$ cat src/rtl/alu_mul_seq_pkg.sv
// Shared definitions for the sequential multiplier: word/ALU-function defines and FSM state type.
// The optional macro MUL_EARLY_EXIT_EN is consumed by alu_mul_seq.sv.
`ifndef WORD
`define WORD 63:0
`endif
`ifndef IFUNBUS
`define IFUNBUS 3:0
`endif
`ifndef ALUADD
`define ALUADD 4'h0
`endif
`ifndef MUL_IDLE
`define MUL_IDLE 2'd0
`define MUL_RUN  2'd1
`define MUL_DONE 2'd2
`endif

package alu_mul_seq_pkg;

   typedef enum logic [1:0] {
      MulIdle = `MUL_IDLE,
      MulRun  = `MUL_RUN,
      MulDone = `MUL_DONE
   } mul_state_e;

   localparam logic [`IFUNBUS] AluFunAdd = `ALUADD;

endpackage

$ cat src/rtl/alu_mul_seq.sv
// Shift-and-add unsigned multiplier that borrows the shared ALU adder, one multiplier bit per cycle.
// Define MUL_EARLY_EXIT_EN to leave RUN once no set multiplier bits remain.
module alu_mul_seq
   import alu_mul_seq_pkg::*;
#(
   parameter int unsigned WIDTH = 64,
   parameter int unsigned CNT_W = 7
) (
   input  logic             clk,
   input  logic             rst_n,
   input  logic             start,
   input  logic [WIDTH-1:0] op_a,
   input  logic [WIDTH-1:0] op_b,
   output logic             busy,
   output logic             done,
   output logic [WIDTH-1:0] result,
   output logic [2:0]       cc,
   output logic [`IFUNBUS]  alu_ifun,
   output logic [WIDTH-1:0] alu_a,
   output logic [WIDTH-1:0] alu_b,
   input  logic [WIDTH-1:0] alu_valE
);

   mul_state_e       state_q, state_d;
   logic [WIDTH-1:0] mcand_q, mcand_d;
   logic [WIDTH-1:0] mplr_q, mplr_d;
   logic [WIDTH-1:0] acc_q, acc_d;
   logic [CNT_W-1:0] cnt_q, cnt_d;
   logic [WIDTH-1:0] result_q, result_d;
   logic [2:0]       cc_q, cc_d;
   logic [WIDTH-1:0] acc_next;
   logic             last_run;

   // The ALU always sees mcand + acc; the sum is only kept when the current multiplier bit is set.
   assign acc_next = mplr_q[0] ? alu_valE : acc_q;

`ifdef MUL_EARLY_EXIT_EN
   assign last_run = (cnt_q == CNT_W'(WIDTH - 1)) || (mplr_q[WIDTH-1:1] == '0);
`else
   assign last_run = (cnt_q == CNT_W'(WIDTH - 1));
`endif

   always_comb begin
      state_d  = state_q;
      mcand_d  = mcand_q;
      mplr_d   = mplr_q;
      acc_d    = acc_q;
      cnt_d    = cnt_q;
      result_d = result_q;
      cc_d     = cc_q;
      unique case (state_q)
         MulIdle: begin
            if (start) begin
               mcand_d = op_a;
               mplr_d  = op_b;
               acc_d   = '0;
               cnt_d   = '0;
               state_d = MulRun;
            end
         end
         MulRun: begin
            acc_d   = acc_next;
            mcand_d = mcand_q << 1;
            mplr_d  = mplr_q >> 1;
            cnt_d   = cnt_q + 1'b1;
            if (last_run) begin
               result_d = acc_next;
               cc_d     = {(acc_next == '0), acc_next[WIDTH-1], 1'b0};
               state_d  = MulDone;
            end
         end
         MulDone: state_d = MulIdle;
         default: state_d = MulIdle;
      endcase
   end

   always_ff @(posedge clk) begin
      if (!rst_n) begin
         state_q  <= MulIdle;
         mcand_q  <= '0;
         mplr_q   <= '0;
         acc_q    <= '0;
         cnt_q    <= '0;
         result_q <= '0;
         cc_q     <= '0;
      end else begin
         state_q  <= state_d;
         mcand_q  <= mcand_d;
         mplr_q   <= mplr_d;
         acc_q    <= acc_d;
         cnt_q    <= cnt_d;
         result_q <= result_d;
         cc_q     <= cc_d;
      end
   end

   assign busy     = (state_q != MulIdle);
   assign done     = (state_q == MulDone);
   assign result   = result_q;
   assign cc       = cc_q;
   assign alu_ifun = AluFunAdd;
   assign alu_a    = mcand_q;
   assign alu_b    = acc_q;

endmodule

$ cat config.mk
export PLATFORM = sky130hd
export DESIGN_NAME = alu_mul_seq
export DESIGN_NICKNAME = d
export VERILOG_FILES = /design/src/rtl/alu_mul_seq_pkg.sv /design/src/rtl/alu_mul_seq.sv
export SDC_FILE = /design/constraint.sdc
export NUM_CORES = 1
export LEC_CHECK = 0
export BUFFER_PORTS_ARGS = -buffer_cell sky130_fd_sc_hd__buf_2
export CAP_MARGIN = 20
export CORE_AREA = 2 2 155 157
export CTS_BUF_LIST = sky130_fd_sc_hd__clkbuf_2
export DETAILED_ROUTE_END_ITERATION = 10
export DIE_AREA = 0 0 157 159
export GPL_ROUTABILITY_DRIVEN = 0
export PLACE_DENSITY = 0.78
export SLEW_MARGIN = 20
export SYNTH_ARGS = -nofsm -noshare
export SYNTH_HDL_FRONTEND = slang
export SYNTH_SLANG_ARGS = --single-unit
$ cat constraint.sdc
create_clock -name clk -period 3.2 [get_ports clk]
set_clock_uncertainty 0.05 [all_clocks]
set_input_delay 0.32 -clock clk [delete_from_list [all_inputs] [get_ports clk]]
set_output_delay 0.32 -clock clk [all_outputs]
set_load 0.05 [all_outputs]
==> summary.txt <==
Switch share - 34.1%
Capture point of the worst reg-to-reg path - alu_b[60]
Internal cell power - 5.18 mW
PD cells - 495 nW/µm²
Clock latency on the worst-skew pair - 0.81 ns
Worst r2r path cells - 3
Post-route ant nets - 0
Vias in the first global route - 12,035
Worst Hold Class - in2reg
EDFF count, synth - 0
Total CTS buffers - 69
CP Class - reg2out
Area contributors post-synth - dfxtp_1, o221a_2, mux2i_1
Synthesized area per cell - 9.22 µm²
Final Max Tran Viols - 0
Worst Setup Start Kind - flop
Psw - 2.67 mW
Fin. Hold Viols - 0
Vias - 12,251
Ys flop type - dfxtp_1
Initial antenna violation count - 3
Max-cap violations - 0
TNS Setup - 0 ns
Die area - 25,000 µm²
Peak supply drop - 0.297 mV
Clk slew on worst S/H paths - 0.10 ns
# setup viols final - 0
Hold_sp - op_b[40]
IO Port Bufs - 390
Core area - 23,200 µm²
Endpoint class of the critical path - primary output
WL final - 41,500 µm
CTS H-tree depth - 3
Minimum clock period - 2.95 ns
Hold Slack - 0.210 ns
P_leak - 7.14 nW
Clock Power Share - 29.8%
Post-Syn Area - 11,300 µm²
Worst r2r src - mplr_q[0]
Register bit total from synthesis - 266
CTS tree - built
Clk sinks - 266
First-pass GRT wire length - 64,400 µm
Chip Height - 159 µm
DRT Pass-1 Iters - 8
Fmax - 338 MHz
Worst slew pin tran - 0.883 ns
Yosys cell types - 42
CP Max Fanout - 43
Share of the synthesized area in the top cell type - 47.3%
WP data required - 2.83 ns
Reg2reg setup slack - 0.77 ns
WHS Path Cells - 4
Area growth syn-to-layout - 40.8%
Status - complete, no violations
Worst slew margin - 41.1%
Part of the power in combinational logic - 22.9%
Commonest cells after routing, fill and taps aside - buf_2, dfxtp_1, dlygate4sd3_1
GRT overflow - 0
DRC - 0
Routed vias/inst - 5.73
Largest net degree at the start of global routing - 113
Fin crit share - 92.3%
Total GRT Usage - 32.2%
Max Root-Sink Buffers - 3
Die width - 157 µm
DR iter-0 viols - 1,069
RSZ-0062 raised after global routing - no
Fraction of synthesis flops using an asynchronous set or reset pin - 0%
Cells after Synth - 1,220
Hold Crit Endpoint - mplr_q[40]
Reg power frac - 47.4%
Sequential share of the synthesized area - 47.3%
Layout cells sized above 1 - 32.7%
Post-DP HPWL - 24,900 µm
Synth warn - 0
Wire per inst - 19.4 µm
# rows - 56
Synth area leader - dfxtp_1
Nets@finish - 1,970
CTS root buffer - clkbuf_2
Initial core utilization - 48.5%
IO Count - 396
Commonest non-fill, non-tap cell in the layout - buf_2
WP data arrival - 2.58 ns
Setup repair bufs after CTS - 0
## cell type report
class	instances	area (µm²)
diodes	5	12.5
clock buffers	96	480
clock inverters	14	114
fillers	1693	7350
inverters	3	13.8
multi-input cells	833	5440
flip-flops and latches	266	5340
well taps	319	399
repair buffers	601	4050
## worst max-delay path by stage
stage / start / end / slack [ns] / cells past startpoint
6_report: state_q[1] / done / 0.25 / 3
5_1_grt: state_q[1] / done / 0.14 / 3
4_1_cts: state_q[1] / done / 0.07 / 3
3_5_place_dp: state_q[1] / cnt_q[1] / 0.74 / 4
3_3_place_gp: state_q[1] / cnt_q[1] / 0.77 / 4
2_1_floorplan: alu_b[41] / cc[2] / 1.21 / 5
## sequential cells by signal (all words and copies together) (netlist names)
register,count
alu_a,64
alu_b,64
cc,2
cnt_q,7
mplr_q,64
result,63
state_q,2
## worst max-delay path, cell delays in order (launching register included)
cell and delay (ns):
dfxtp_4 0.71, buf_4 0.46, nor2b_1 0.29, buf_2 0.32
## cells in the mapped netlist (all sizes together) (2+ instances only)
cell type and count:
a211oi 64, a21oi 75, a22o 67, a22oi 30, a311oi 27, buf 37
clkbuf 85, dfxtp 266, inv 2, mux2i 64, nand2 102, nand3 3
nand4 8, nor2 171, nor2b 71, nor3 4, nor3b 2, nor4 24
o211a 2, o21ai 16, o221a 70, o22ai 2, o2bb2ai 7, or2 2
or4 8
## layer usage
| metal | share of wire (%) | global-route usage (%) |
|---|---|---|
| met1 | 38 | 37.3 |
| met3 | 8.8 | 8.38 |
| met4 | 6.4 | 21.8 |
| met5 | 0 | 0 |
| met2 | 47 | 51.9 |
## kinds of logic after synthesis
group | Yosys count | synth area share [%]
multiplexers | 64 | 5.69
flip-flops | 266 | 47.3
other | 1 | 0.0333
buffers and inverters | 125 | 4.76
adder cells (fa/ha/maj) | 1 | 0.111
AND/OR/NAND/NOR | 400 | 16.3
AO/OA/AOI/OAI | 363 | 25.8
## per-stage QoR
stage	instances	worst slack [ns]	total power [mW]	utilization [%]	area, µm²
after global placement	1828	0.775	5.32	57.3	13300
after floorplan	1224	1.21	4.86	-	11300
after global routing	2134	0.142	8.20	68.3	15800
after detailed placement	1828	0.738	5.34	57.3	13300
after CTS	2132	0.0748	7.85	68.2	15800
final	2137	0.245	7.85	68.3	15800
## power by group through the flow
| stage | Sequential, mW | Combinational [mW] | Clock [mW] |
|---|---|---|---|
| global placement | 3.78 | 1.54 | 0 |
| floorplan | 4.08 | 0.784 | 0 |
| CTS | 3.71 | 1.75 | 2.39 |
| finish | 3.72 | 1.80 | 2.34 |
| global route | 3.74 | 1.91 | 2.55 |
| detailed placement | 3.78 | 1.56 | 0 |
## what timing repair did
action                                  in CTS  in global routing
hold buffers                               194                  0
resized for setup                            0                  2
endpoints found under the setup margin       0                  1
endpoints found under the hold margin      260                  0
(Power assumes the default switching activity.)
